<file path="config.mk">
export PLATFORM = sky130hd
export DESIGN_NAME = pc_com_pilha
export DESIGN_NICKNAME = d
export VERILOG_FILES = /design/src/rtl/pc_com_pilha.sv
export SDC_FILE = /design/constraint.sdc
export NUM_CORES = 1
export LEC_CHECK = 0
export BUFFER_PORTS_ARGS = -buffer_cell sky130_fd_sc_hd__buf_2
export CORE_UTILIZATION = 58
export CTS_BUF_LIST = sky130_fd_sc_hd__clkbuf_16
export CTS_CLUSTER_DIAMETER = 40
export CTS_CLUSTER_SIZE = 14
export DETAILED_ROUTE_END_ITERATION = 7
export GPL_TIMING_DRIVEN = 0
export HOLD_SLACK_MARGIN = 0.15
export MAX_ROUTING_LAYER = met4
export PLACE_DENSITY = 0.79
export SLEW_MARGIN = 20
export SYNTH_ARGS = -nofsm -noshare
export SYNTH_HDL_FRONTEND = slang
export SYNTH_SLANG_ARGS = --single-unit
export TNS_END_PERCENT = 100
</file>
<file path="constraint.sdc">
create_clock -name Clock -period 2.5 [get_ports Clock]
set_input_delay 0 -clock Clock [delete_from_list [all_inputs] [get_ports Clock]]
set_output_delay 0 -clock Clock [all_outputs]
set_load 0.01 [all_outputs]
</file>
<file path="src/rtl/pc_com_pilha.sv">
// Program counter with a hardware return-address stack (call/return/stall/load/increment).
// Define PC_PILHA_CIRCULAR_EN to make a call on a full stack overwrite the oldest entry.
module pc_com_pilha #(
   parameter int                 LARGURA      = 16,
   parameter int                 PROFUNDIDADE = 4,
   parameter int                 PASSO        = 1,
   parameter logic [LARGURA-1:0] VETOR_RESET  = '0
) (
   input  logic                              Clock,
   input  logic                              Reset_n,
   input  logic [LARGURA-1:0]                dadoEntrada,
   input  logic                              habilita_escrita_local,
   input  logic                              habilita_escrita_geral,
   input  logic                              incrementaPC,
   input  logic                              chamada,
   input  logic                              retorno,
   input  logic                              congela,
   input  logic                              limpa_erro,
   output logic [LARGURA-1:0]                dadoSaida,
   output logic [$clog2(PROFUNDIDADE+1)-1:0] ocupacao,
   output logic                              pilha_vazia,
   output logic                              pilha_cheia,
   output logic                              erro_pilha
);

   localparam int IW = (PROFUNDIDADE > 1) ? $clog2(PROFUNDIDADE) : 1;
   localparam int OW = $clog2(PROFUNDIDADE + 1);

   localparam logic [IW-1:0]      IDX_ULTIMO = IW'(PROFUNDIDADE - 1);
   localparam logic [IW-1:0]      IDX_UM     = IW'(1);
   localparam logic [OW-1:0]      OCUP_MAX   = OW'(PROFUNDIDADE);
   localparam logic [OW-1:0]      OCUP_UM    = OW'(1);
   localparam logic [LARGURA-1:0] INCR       = LARGURA'(PASSO);

   // Stack storage carries no reset: entries are only read below the occupancy count.
   logic [LARGURA-1:0] pilha [PROFUNDIDADE];

   // topo is the next slot to write; the most recent entry sits one slot below it.
   logic [IW-1:0]      topo;
   logic [IW-1:0]      topo_seg;
   logic [IW-1:0]      topo_ant;

   logic               habilita;
   logic [LARGURA-1:0] end_retorno;
   logic [LARGURA-1:0] pc_prox;
   logic [OW-1:0]      ocup_prox;
   logic [IW-1:0]      topo_prox;
   logic               empilha;
   logic               erro_novo;
   logic               erro_prox;

   assign habilita    = habilita_escrita_local & habilita_escrita_geral;
   assign end_retorno = dadoSaida + INCR;
   assign topo_seg    = (topo == IDX_ULTIMO) ? '0 : topo + IDX_UM;
   assign topo_ant    = (topo == '0) ? IDX_ULTIMO : topo - IDX_UM;

   always_comb begin
      pc_prox   = dadoSaida;
      ocup_prox = ocupacao;
      topo_prox = topo;
      empilha   = 1'b0;
      erro_novo = 1'b0;

      if (!congela) begin
         if (retorno) begin
            if (!pilha_vazia) begin
               pc_prox   = pilha[topo_ant];
               topo_prox = topo_ant;
               ocup_prox = ocupacao - OCUP_UM;
            end else begin
               erro_novo = 1'b1;
            end
         end else if (chamada) begin
            pc_prox = dadoEntrada;
            if (!pilha_cheia) begin
               empilha   = 1'b1;
               topo_prox = topo_seg;
               ocup_prox = ocupacao + OCUP_UM;
            end else begin
`ifdef PC_PILHA_CIRCULAR_EN
               // When full, topo already points at the oldest entry, so it is overwritten.
               empilha   = 1'b1;
               topo_prox = topo_seg;
`else
               erro_novo = 1'b1;
`endif
            end
         end else if (habilita) begin
            pc_prox = dadoEntrada;
         end else if (incrementaPC) begin
            pc_prox = dadoSaida + INCR;
         end
      end

      // A fresh error in the same cycle beats the clear.
      erro_prox = erro_novo | (erro_pilha & ~limpa_erro);
   end

   always_ff @(posedge Clock) begin
      if (empilha) begin
         pilha[topo] <= end_retorno;
      end
   end

   always_ff @(posedge Clock or negedge Reset_n) begin
      if (!Reset_n) begin
         dadoSaida   <= VETOR_RESET;
         topo        <= '0;
         ocupacao    <= '0;
         pilha_vazia <= 1'b1;
         pilha_cheia <= 1'b0;
         erro_pilha  <= 1'b0;
      end else begin
         dadoSaida   <= pc_prox;
         topo        <= topo_prox;
         ocupacao    <= ocup_prox;
         pilha_vazia <= (ocup_prox == '0);
         pilha_cheia <= (ocup_prox == OCUP_MAX);
         erro_pilha  <= erro_prox;
      end
   end

endmodule

</file>
==> results of run 1 <==
-- area by class of cell --
| cell class | count | area [sq um] | share of cell area, % |
|---|---|---|---|
| buffer | 17 | 106 | 2.12 |
| clock buffer | 9 | 225 | 4.49 |
| clock inverter | 7 | 65.1 | 1.30 |
| inverter | 9 | 33.8 | 0.673 |
| multi-input combinational | 218 | 1550 | 30.9 |
| sequential | 88 | 2520 | 50.3 |
| tap | 96 | 120 | 2.39 |
| timing repair buffer | 61 | 390 | 7.78 |
-- cells by family after synthesis --
logic type | after synthesis | share of synthesized area, %
AND/OR/NAND/NOR | 110 | 13.2
buffers and inverters | 26 | 3.30
AO/OA/AOI/OAI | 66 | 10.4
multiplexers | 19 | 7.55
XOR/XNOR | 16 | 3.51
adder cells (fa/ha/maj) | 7 | 2.08
flip-flops | 88 | 60.0
-- layer usage --
| metal | track usage [%] | vias up | part of all wire [%] |
|---|---|---|---|
| li1 | - | 1391 | - |
| met4 | 15.2 | 0 | 2.9 |
| met1 | 39.0 | 1542 | 38 |
| met2 | 48.3 | 206 | 50 |
| met5 | - | - | 0 |
| met3 | 5.40 | 28 | 9.4 |
-- critical path, cell delays in order, from the launching register on --
cell	delay, ps
sky130_fd_sc_hd__dfrtp_1	450
sky130_fd_sc_hd__inv_1	90
sky130_fd_sc_hd__ha_1	220
sky130_fd_sc_hd__and2b_1	200
sky130_fd_sc_hd__buf_6	130
sky130_fd_sc_hd__buf_8	170
sky130_fd_sc_hd__buf_6	180
sky130_fd_sc_hd__mux2i_1	220
sky130_fd_sc_hd__o22ai_1	130
sky130_fd_sc_hd__o32a_1	360
-- metrics by stage --
step / utilization [%] / hold WS, ps / setup slack [ps]
after CTS: 72.5 / 158 / 127
after detailed placement: 65.9 / 35.9 / 193
after global placement: 65.9 / 32.2 / 217
final: 72.6 / 165 / 220
after floorplan: - / -296 / 482
after global routing: 72.6 / 215 / 57.9
-- layout by cell type, fill, tap and decap left out, drive strengths merged, types with 2 or more instances in the layout --
cell / Yosys / routed
nand2b: 4 / 4
o21ai: 12 / 12
nor3: 6 / 6
and2: 4 / 4
nand2: 22 / 22
mux2i: 7 / 7
clkinvlp: 0 / 3
buf: 13 / 57
o41ai: 3 / 3
dfrtp: 23 / 23
mux2: 2 / 2
dlygate4sd3: 0 / 17
o31ai: 3 / 3
a22oi: 2 / 2
o22a: 2 / 2
o22ai: 5 / 5
o31a: 2 / 2
a31oi: 3 / 3
xor2: 11 / 11
edfxtp: 64 / 64
a21o: 2 / 2
ha: 7 / 7
a2bb2oi: 2 / 2
clkbuf: 4 / 13
xnor2: 5 / 5
a21oi: 21 / 21
mux4: 10 / 10
a32oi: 3 / 3
nor2: 45 / 45
nand4: 6 / 6
inv: 9 / 11
nand3: 11 / 11
nor4: 5 / 5
-- registers in the layout, indices dropped and copies added (netlist names) --
name and cells:
dadoSaida 16, erro_pilha 1, ocupacao 3, pilha 64, pilha_cheia 1, pilha_vazia 1
topo 2
-- repair_timing --
item | in CTS | in global routing
endpoints found under the hold margin | 38 | 0
setup endpoints to repair | 0 | 2
gates resized for setup | 0 | 3
hold buffers | 17 | 0
-- worst paths after layout --
check                               end  slack, ps      startpoint
min reg2reg                 ocupacao[2]        500     ocupacao[2]
max                        dadoSaida[6]        220         topo[0]
max in group asynchronous  dadoSaida[8]       1880         Reset_n
min in group asynchronous       topo[0]        210         Reset_n
max reg2reg                dadoSaida[6]        220         topo[0]
min                        dadoSaida[8]        160  dadoEntrada[8]
-- power by group --
group	internal [mW]	switching [mW]	leakage, nW
Sequential	2.01	0.321	0.858
Clock	0.764	0.547	0.140
Combinational	0.927	1.23	0.937
Total	3.70	2.09	1.93
==> flow_results.org, run 1 <==
** Global route
- Largest net degree at the start of global routing :: 25
- Global routing used around 31% of the available tracks.
- First-pass GRT wire length :: 16000 um
- Overflow after GRT :: 0
- Number of global-route vias before repair :: around 3000
- The number of antenna violations at the first check in global routing is 0.

** Setup path
- For the worst setup path, the data required time is 2720 ps.
- The worst setup path is captured at a flip-flop.
- Counting cells, the worst reg-to-reg path comes to 9.
- Data arrives at the worst endpoint at 2500 ps.
- Worst setup path category :: reg2reg
- The worst setup path is launched from a flip-flop.
- In this run the worst path has a maximum fanout of 10.

** Clock tree
- Number of levels the H-tree was split into :: 3
- The tree is rooted in a sky130_fd_sc_hd__clkbuf_16.
- Clock Latency Late Sink :: around 340 ps
- Buffers inserted during clock tree synthesis total 9.
- The tree built by TritonCTS fans out to 88 sinks.
- Counting along the longest clock path gives a buffer depth of 2.
- Post-CTS timing repair inserted 0 buffers for setup.
- CTS tree :: built
- Clock transition at the registers of the reported paths :: roughly 60 ps

** Power and ir drop
- Cell leakage power :: around 1.9 nW
- After layout, the design draws a total of between 5 and 6 mW.
- Worst VDD drop :: around 530 uV
- In this run the power density over the cells is about 1200 nW/um^2.

** Timing
- For the finished layout, the period the worst path requires is around 2300 ps.
- Setup repair after global routing left no endpoint under its margin.
- Least-Margin Pin Slew :: roughly 970 ps
- Sum of negative setup slack :: 0 ps
- Final setup violation count :: 0
- On the final layout, the worst clock skew is around 4.4 ps.
- In the finished design, the share of the clock period the worst path needs comes to 91.2%.
- The max-slew violation count is 0.
- Relative slew slack :: a little over a third
- Number of hold violations in the final report :: 0
- For this run, the top clock speed supported by timing is roughly 440 MHz.

** Job
- Count of max-cap constraint violations :: 0

** Synthesis
- Seq/Total Area, Yosys :: 60.0%
- Most frequent cells after synthesis :: sky130_fd_sc_hd__edfxtp_1, sky130_fd_sc_hd__nor2_1, sky130_fd_sc_hd__dfrtp_1
- Netlist area before placement :: around 4200 sq um
- During synthesis, Yosys emitted a total of 0 warnings.
- Number of synthesized flops with an enable pin :: 64
- Most frequent cell after synthesis :: sky130_fd_sc_hd__edfxtp_1
- After synthesis, the cell types taking the most area are sky130_fd_sc_hd__edfxtp_1, sky130_fd_sc_hd__dfrtp_1, sky130_fd_sc_hd__mux4_2, sky130_fd_sc_hd__nor2_1, sky130_fd_sc_hd__a21oi_1.
- Synthesized net count :: about 360
- Count of mapped cells out of synthesis :: 332
- For this run, the leading register cell type out of synthesis is sky130_fd_sc_hd__edfxtp_1.
- sky130_fd_sc_hd__edfxtp_1 takes more of the synthesized area than any other cell.
- A synthesized cell averages between 10 and 15 sq um.
- Async S/R FF share, synth :: a little over a quarter
- In this run, synthesis produced a sequential element count of 88.
- Synth top area share :: between 40% and 50%
- Unique cell type count in the Yosys netlist :: 56

** Routing
- Average vias per placed instance :: approximately 6.3
- Number of DRC markers after the initial detailed-route iteration :: about 350
- Total length of routed wires :: between 10000 and 15000 um
- In the routed design, unresolved DRC markers number 0.
- Via count of the routed design :: 3167
- Drt pass-1 iters :: 5
- Routed length per instance :: around 20 um
- Number of antenna-violating nets in the routed design :: 0

** Place
- Post-DP HPWL :: 6860 um
- Once placement completed, the tool counted placed cells totaling between 400 and 500.
- After detailed placement, the total cell area comes to between 4000 and 5000 sq um.
- At the end of routability-driven placement, the weighted congestion stood at 0.938.
- Port-buffer cells :: 44

** Floorplanning
- The core region is about 6900 sq um.
- The die is approximately 87 um wide.
- Initial core utilization :: between 60% and 70%
- Die Y-Extent :: slightly below 90 um
- Die Outline Area :: between 7000 and 8000 sq um
- Number of rows created at floorplan :: 30
- I/O pins :: between 40 and 50

** Status
- Result of the run :: finished clean

** Cells and area
- Non-Filler Cell Area, Final :: 5020 sq um
- FILL cells :: 479
- Count of placed standard cells in the final layout, fillers left out :: between 500 and 600
- From synthesis to final layout, the design area changed by 19.2%.
- 0 antenna diodes ended up in the layout.
- Final Net Count :: around 440
- Cells with a size suffix above 1 make up about 23% of the layout.

** Hold path
- The tightest min-delay check is of the in2reg type.
- The worst hold path passes through 4 cells.
Power figures use the tool's default switching activity.
==> run 2, diff against run 1 <==
--- a/config.mk
+++ b/config.mk
@@ -14,7 +14,7 @@
 export GPL_TIMING_DRIVEN = 0
 export HOLD_SLACK_MARGIN = 0.15
 export MAX_ROUTING_LAYER = met4
-export PLACE_DENSITY = 0.79
+export PLACE_DENSITY = 0.76
 export SLEW_MARGIN = 20
 export SYNTH_ARGS = -nofsm -noshare
 export SYNTH_HDL_FRONTEND = slang
==> run 2 against run 1 <==
Effect of this change:
- cell count rose by 0.20%
- non-clock buffer count increased by 1
- register-to-register slack got worse by 60 ps
- combinational power is essentially flat
- critical endpoint unchanged
==> flow_results.org, run 2 (same netlist as run 1, synthesis figures left out) <==
** Status
- The run finished with clean final reports.

** Global route
- Largest net degree at the start of global routing :: 25 (unchanged)
- Global-route total usage across every layer :: 30.4% (-0.35 points)
- The first-pass GRT wire length was 16100 um (+0.56%).
- Number of global-route vias before repair :: 3070 (+1.2%)
- Overflow after GRT :: 0 (unchanged)
- The number of antenna violations at the first check in global routing came to 0 (unchanged).

** Clock tree
- The worst-case clock buffer depth was 2 (unchanged).
- The TritonCTS buffer count is 9 (unchanged).
- Total number of clock tree sinks :: 88 (unchanged)
- Number of levels the H-tree was split into :: 3 (unchanged)
- The CTS clock-pin slew for the worst setup and hold paths came to 60 ps (about the same).
- The tree is rooted in a sky130_fd_sc_hd__clkbuf_16.
- TritonCTS built the clock tree.
- Clock Latency Late Sink :: 340 ps (about the same)

** Timing
- The remaining max-slew budget at the tightest pin is 32.8% (-2.7 points).
- Final period utilization :: 93.6% (+2.4 points)
- The final setup skew was 8.44 ps (+4.02 ps).
- Total count of max-transition violations in the final report :: 0 (unchanged)
- The post-layout minimum cycle time was 2340 ps (+59.2 ps).
- Setup repair after global routing missed its margin :: no
- Sum of negative setup slack :: 0 ps (unchanged)
- FMAX :: 428 MHz (-2.5%)
- Final setup violation count :: 0 (unchanged)
- The final count of hold timing violations was 0 (unchanged).
- The measured slew at the worst slew-check pin is 1000 ps (+34.3 ps).

** Hold path
- Worst Hold Path EP :: ocupacao[1]
- Startpoint of the lowest-slack hold path :: retorno
- The cell depth of the worst hold path came to 4 (unchanged).
- The min-delay analysis places its worst path in the category in2reg.

** Cells and area
- The flip-flop count of the largest register after layout is 64 (unchanged).
- The fraction of final layout cells sized beyond drive strength 1 came to 22.4% (-0.30 points).
- The final layout net count is 437 (+0.23%).
- The fill cell instance count of the final layout was 483 (+0.84%).
- Area growth, synth to finish :: 20.4%
- Biggest register :: pilha
- Non-Filler Cell Area, Final :: 5070 sq um (+1.0%)
- Biggest registers after layout :: pilha: 64 flops, dadoSaida: 16 flops, ocupacao: 3 flops
- Leading cell types in the layout, fill and taps excluded :: sky130_fd_sc_hd__edfxtp_1, sky130_fd_sc_hd__buf_2, sky130_fd_sc_hd__nor2_1
- Most common cell after layout, fill and taps aside :: sky130_fd_sc_hd__edfxtp_1
- The number of diodes added for antenna fixing is 0 (unchanged).

** Setup path
- The worst-path maximum fanout is 10 (unchanged).
- Type of destination of the critical path :: flip-flop
- The number of cell instances on the worst register-to-register path came to 9 (unchanged).
- Slack of the worst reg-to-reg path :: 160 ps (-60 ps)
- Worst path arrival time :: 2560 ps (+60 ps)
- Type of element launching the critical path :: flip-flop
- The data required time at the worst endpoint is 2720 ps (about the same).
- The worst register-to-register path begins at topo[0].
- Reg-to-Reg End :: dadoSaida[6]
- The critical path is of the reg2reg type.

** Place
- Post-DP HPWL :: 6620 um (-3.6%)
- Port-buffer cells :: 44 (unchanged)
- The placer's final routability congestion estimate is 0.889 (-5.2%).
- Placed instance area :: 4550 sq um (unchanged)

** Routing
- Drc violations :: 0 (unchanged)
- Average vias per placed instance :: 6.17 (-1.6%)
- The initial detailed-routing violation count came to 380 (+8.3%).
- The total length of routed wires came to 10400 um (about the same).
- Via count of the routed design :: 3123 (-1.4%)
- Routed length per instance :: 20.6 um (-0.17%)
- Number of antenna-violating nets in the routed design :: 0 (unchanged)
- Drt pass-1 iters :: 5 (unchanged)

** Floorplanning
- The height of the die is 87.2 um (unchanged).
- The area of the placeable core was 6910 sq um (unchanged).
- The number of I/O pins was 47 (unchanged).
- Initial core utilization :: 60.9% (unchanged)
- X dimension of the die :: 87.2 um (unchanged)
- The total die area was 7600 sq um (unchanged).
- Number of rows created at floorplan :: 30 (unchanged)

** Power and ir drop
- The leakage power was 1.97 nW (+1.6%).
- Worst VDD drop :: 693 uV (+31%)
- The power per cell area is 1180 nW/um^2 (+2.3%).

** Job
- Count of max-cap constraint violations :: 0 (unchanged)
run 2: routing by layer:
metal	vias up	global-route usage, %	part of all wire [%]
met2	187	49.5	49
met3	35	5.12	8.1
met4	0	12.5	2.5
li1	1392	-	-
met1	1509	38.3	40
met5	-	-	0
run 2: repair_timing:
action                                  4_1_cts  5_1_grt
hold endpoints to repair                     39        0
endpoints found under the setup margin        0        2
gates resized for setup                       0        2
hold buffers                                 18        0
setup buffers                                 0        0
run 2: where the power goes:
part | internal, mW | switching [mW] | total, mW
Sequential | 2.01 | 0.314 | 2.32
Clock | 0.969 | 0.529 | 1.50
Combinational | 0.928 | 1.24 | 2.17
Total | 3.90 | 2.08 | 5.98
run 2: worst max-delay path, cell delays in order (launching register included):
cell and delay [ps]:
sky130_fd_sc_hd__dfrtp_1 480, sky130_fd_sc_hd__inv_1 100, sky130_fd_sc_hd__ha_1 220, sky130_fd_sc_hd__and2b_1 200, sky130_fd_sc_hd__buf_6 120, sky130_fd_sc_hd__buf_8 180
sky130_fd_sc_hd__buf_6 180, sky130_fd_sc_hd__mux2i_1 240, sky130_fd_sc_hd__o22ai_1 130, sky130_fd_sc_hd__o32a_1 350
run 2: layout make-up:
cell class / instances / area [sq um] / area share, %
well taps: 96 / 120 / 2.37
clock buffers: 9 / 225 / 4.44
repair buffers: 62 / 400 / 7.90
plain buffers: 17 / 106 / 2.10
clock inverters: 7 / 111 / 2.20
flip-flops and latches: 88 / 2520 / 49.8
inverters: 9 / 33.8 / 0.667
multi-input cells: 218 / 1550 / 30.5
run 2: worst max path at each step:
stage                  from             to
floorplan           topo[0]  dadoSaida[14]
CTS                 topo[0]   dadoSaida[0]
detailed placement  topo[0]   dadoSaida[0]
global route        topo[0]   dadoSaida[6]
global placement    topo[0]  dadoSaida[14]
finish              topo[0]   dadoSaida[6]
run 2: through the flow:
step	hold WS, ps	setup WS [ps]	util [%]	total power, mW	cells
after floorplan	-296	482	-	3.77	332
after global placement	42.1	199	65.9	4.35	472
after detailed placement	42.7	160	65.9	4.43	472
after CTS	160	137	73.4	5.95	506
after global routing	224	50.6	73.4	6.26	506
final	180	161	73.4	5.98	506
==> run 3, diff against run 2 <==
--- a/config.mk
+++ b/config.mk
@@ -14,7 +14,7 @@
 export GPL_TIMING_DRIVEN = 0
 export HOLD_SLACK_MARGIN = 0.15
 export MAX_ROUTING_LAYER = met4
-export PLACE_DENSITY = 0.76
+export PLACE_DENSITY = 0.9
 export SLEW_MARGIN = 20
 export SYNTH_ARGS = -nofsm -noshare
 export SYNTH_HDL_FRONTEND = slang
==> run 3 against run 2 <==
Effect of this change:
- non-clock buffer count decreased by 2
- worst hold slack got worse by 3.7 ps
- critical path depth decreased by 1
- clock skew fell by 3.3 ps
- largest cell class unchanged
- first-iteration DRC count shrank 15%
- utilization is 0.96 points lower
- critical path type unchanged
- sequential share of layout area increased by 0.66 points
- cell count down 0.40%
==> flow_results.org, run 3 (same netlist as run 1, synthesis figures left out) <==
** Global route
- Antenna violations before repair :: 0 (unchanged)
- The global-route usage over all layers is 29.9% (-0.56 points).
- Overflow after GRT :: 0 (unchanged)
- The number of global-route vias before repair is 3056 (-0.46%).
- The first-pass GRT wire length is 15800 um (-2.1%).
- The pin count of the biggest net entering global routing was 25 (unchanged).

** Floorplanning
- Initial core utilization :: 60.9% (unchanged)
- Die Y-Extent :: 87.2 um (unchanged)
- The number of placement rows is 30 (unchanged).
- Die Outline Area :: 7600 sq um (unchanged)
- Total core area :: 6910 sq um (unchanged)
- The number of I/O pins is 47 (unchanged).
- The die span in x was 87.2 um (unchanged).

** Clock tree
- The clock net sink count was 88 (unchanged).
- The TritonCTS buffer count is 9 (unchanged).
- TritonCTS built the clock tree.
- The cell sitting at the root of the clock tree is a sky130_fd_sc_hd__clkbuf_16.
- The worst-case clock buffer depth is 2 (unchanged).
- Clock transition at the registers of the reported paths :: 60 ps (about the same)
- The number of buffers inserted by post-CTS setup repair was 0 (unchanged).
- Number of levels the H-tree was split into :: 3 (unchanged)
- Clock Latency Late Sink :: 340 ps (about the same)

** Timing
- Post-Route Hold Slack :: 177 ps (-3.70 ps)
- Setup repair after global routing missed its margin :: no
- The count of endpoints failing setup in the final report came to 0 (unchanged).
- Sum of negative setup slack :: 0 ps (unchanged)
- The share of the clock period used by the worst path came to 88.8% (-4.8 points).
- The final setup skew came to 5.09 ps (-3.34 ps).
- Least-Margin Pin Slew :: 947 ps (-55.3 ps)
- Relative slew slack :: 36.5% (+3.7 points)
- The final count of hold timing violations is 0 (unchanged).
- Tmin final :: 2220 ps (-119 ps)
- FMAX :: 450 MHz (+5.3%)
- The max-slew violation count came to 0 (unchanged).

** Place
- Port-buffer cells :: 44 (unchanged)
- Placed instance area :: 4550 sq um (unchanged)
- The placed wire-length estimate after detailed placement came to 6650 um (+0.44%).
- GPL Wtd Cong :: 0.903 (+1.6%)
- The number of cells after detailed placement came to 472 (unchanged).

** Hold path
- The path class of the tightest hold or removal check is in2reg.

** Cells and area
- Flip-flop count of the largest register after layout :: 64 (unchanged)
- Antenna Cells :: 0 (unchanged)
- The fill cell instance count of the final layout was 465 (-3.7%).
- The number of standard cells in the layout, taps in and fillers out came to 504 (-0.40%).
- Biggest registers after layout :: pilha: 64 flops, dadoSaida: 16 flops, ocupacao: 3 flops
- The final design area excluding fillers came to 5000 sq um (-1.3%).
- The fraction of final layout cells sized beyond drive strength 1 is 22.5% (+0.11 points).
- Most common cell after layout, fill and taps aside :: sky130_fd_sc_hd__edfxtp_1
- The final layout net count came to 435 (-0.46%).
- Leading cell types in the layout, fill and taps excluded :: sky130_fd_sc_hd__edfxtp_1, sky130_fd_sc_hd__buf_2, sky130_fd_sc_hd__nor2_1
- The area growth from synthesis to layout is 18.8%.
- Ranked by flip-flop count, first place goes to pilha.

** Setup path
- For this design, the slowest cell found on the critical path is sky130_fd_sc_hd__mux4_2.
- Required time reported for the critical path endpoint :: 2710 ps (about the same)
- Type of element launching the critical path :: flip-flop
- Maximum fanout along the worst path :: 10 (unchanged)
- Worst setup path category :: reg2reg
- Maximum single-stage delay on the critical path :: 510 ps (+30 ps)
- STA classifies the critical path endpoint as a flip-flop.
- The critical path goes through inv_1, ha_1, and2b_1, buf_6, buf_8, mux4_2, a32oi_1, nand3_1.
- Worst path arrival time :: 2430 ps (-130 ps)

** Job
- Count of max-cap constraint violations :: 0 (unchanged)

** Power and ir drop
- The overall power came to 5.77 mW (-3.6%).
- The worst-case vdd ir drop is 562 uV (-19%).
- The leakage power is 1.93 nW (-1.9%).
- Power density over cell area :: 1150 nW/um^2 (-2.3%)

** Routing
- Routed length per instance :: 20.1 um (-2.4%)
- Via count of the routed design :: 3153 (+0.96%)
- Number of antenna-violating nets in the routed design :: 0 (unchanged)
- Average vias per placed instance :: 6.26 (+1.4%)
- Drc violations :: 0 (unchanged)
- Total length of routed wires :: 10100 um (-2.8%)
- The iteration count of the initial detailed-routing pass is 5 (unchanged).
- The initial detailed-routing violation count was 322 (-15%).

** Status
- Result of the run :: finished clean
[run 3: cell types whose count changed in the layout (fill, tap and decap cells not counted), sizes merged]
cell and change:
inv +1, clkinvlp +3, clkinv -2, dlygate4sd3 -2, bufinv -2
[run 3: what timing repair did]
item,in CTS,in global routing
hold buffers,16,0
resized for setup,0,2
endpoints found under the setup margin,0,1
endpoints found under the hold margin,37,0
[run 3: worst paths after layout]
| check | start | to | slack [ps] | cells past startpoint |
|---|---|---|---|---|
| setup / recovery | topo[0] | dadoSaida[14] | 280 | 8 |
| hold / removal | dadoEntrada[8] | dadoSaida[8] | 180 | 4 |
| setup reg to reg | topo[0] | dadoSaida[14] | 280 | 8 |
| hold reg to reg | ocupacao[2] | ocupacao[2] | 490 | 1 |
| max in group asynchronous | Reset_n | dadoSaida[8] | 1890 | 2 |
| min in group asynchronous | Reset_n | topo[0] | 210 | 2 |
[run 3: routing by layer]
metal  vias to the layer above  share of wire, %  GRT usage, %
met3                        39                11          6.35
li1                       1389                 -             -
met5                         -                 0             -
met2                       201                48          47.0
met4                         0               2.9          12.8
met1                      1524                39          38.0
[run 3: area by class of cell]
type | count | area, sq um | area share [%]
Buffer | 17 | 106 | 2.13
Tap cell | 96 | 120 | 2.40
Sequential cell | 88 | 2520 | 50.5
Timing Repair Buffer | 60 | 380 | 7.61
Clock buffer | 9 | 225 | 4.50
Clock inverter | 7 | 65.1 | 1.30
Inverter | 9 | 33.8 | 0.676
Multi-Input combinational cell | 218 | 1550 | 30.9
[run 3: critical path: cells and delay by family (launching register included)]
family	cells	cell delay [ps]
mux	1	510
simple gates	2	300
compound gates	1	230
buf+inv	3	370
fa+ha+maj	1	220
flops	1	450
[run 3: through the flow]
| step | utilization [%] | setup WS [ps] |
|---|---|---|
| after floorplan | - | 482 |
| after global placement | 65.9 | 238 |
| after detailed placement | 65.9 | 147 |
| after CTS | 72.4 | 133 |
| after global routing | 72.4 | 93.2 |
| final | 72.4 | 280 |
[run 3: power breakdown]
part | internal [mW] | total (mW) | switching [mW]
clock network | 0.764 | 1.30 | 0.539
registers | 2.01 | 2.33 | 0.324
logic | 0.925 | 2.13 | 1.21
total | 3.69 | 5.77 | 2.07
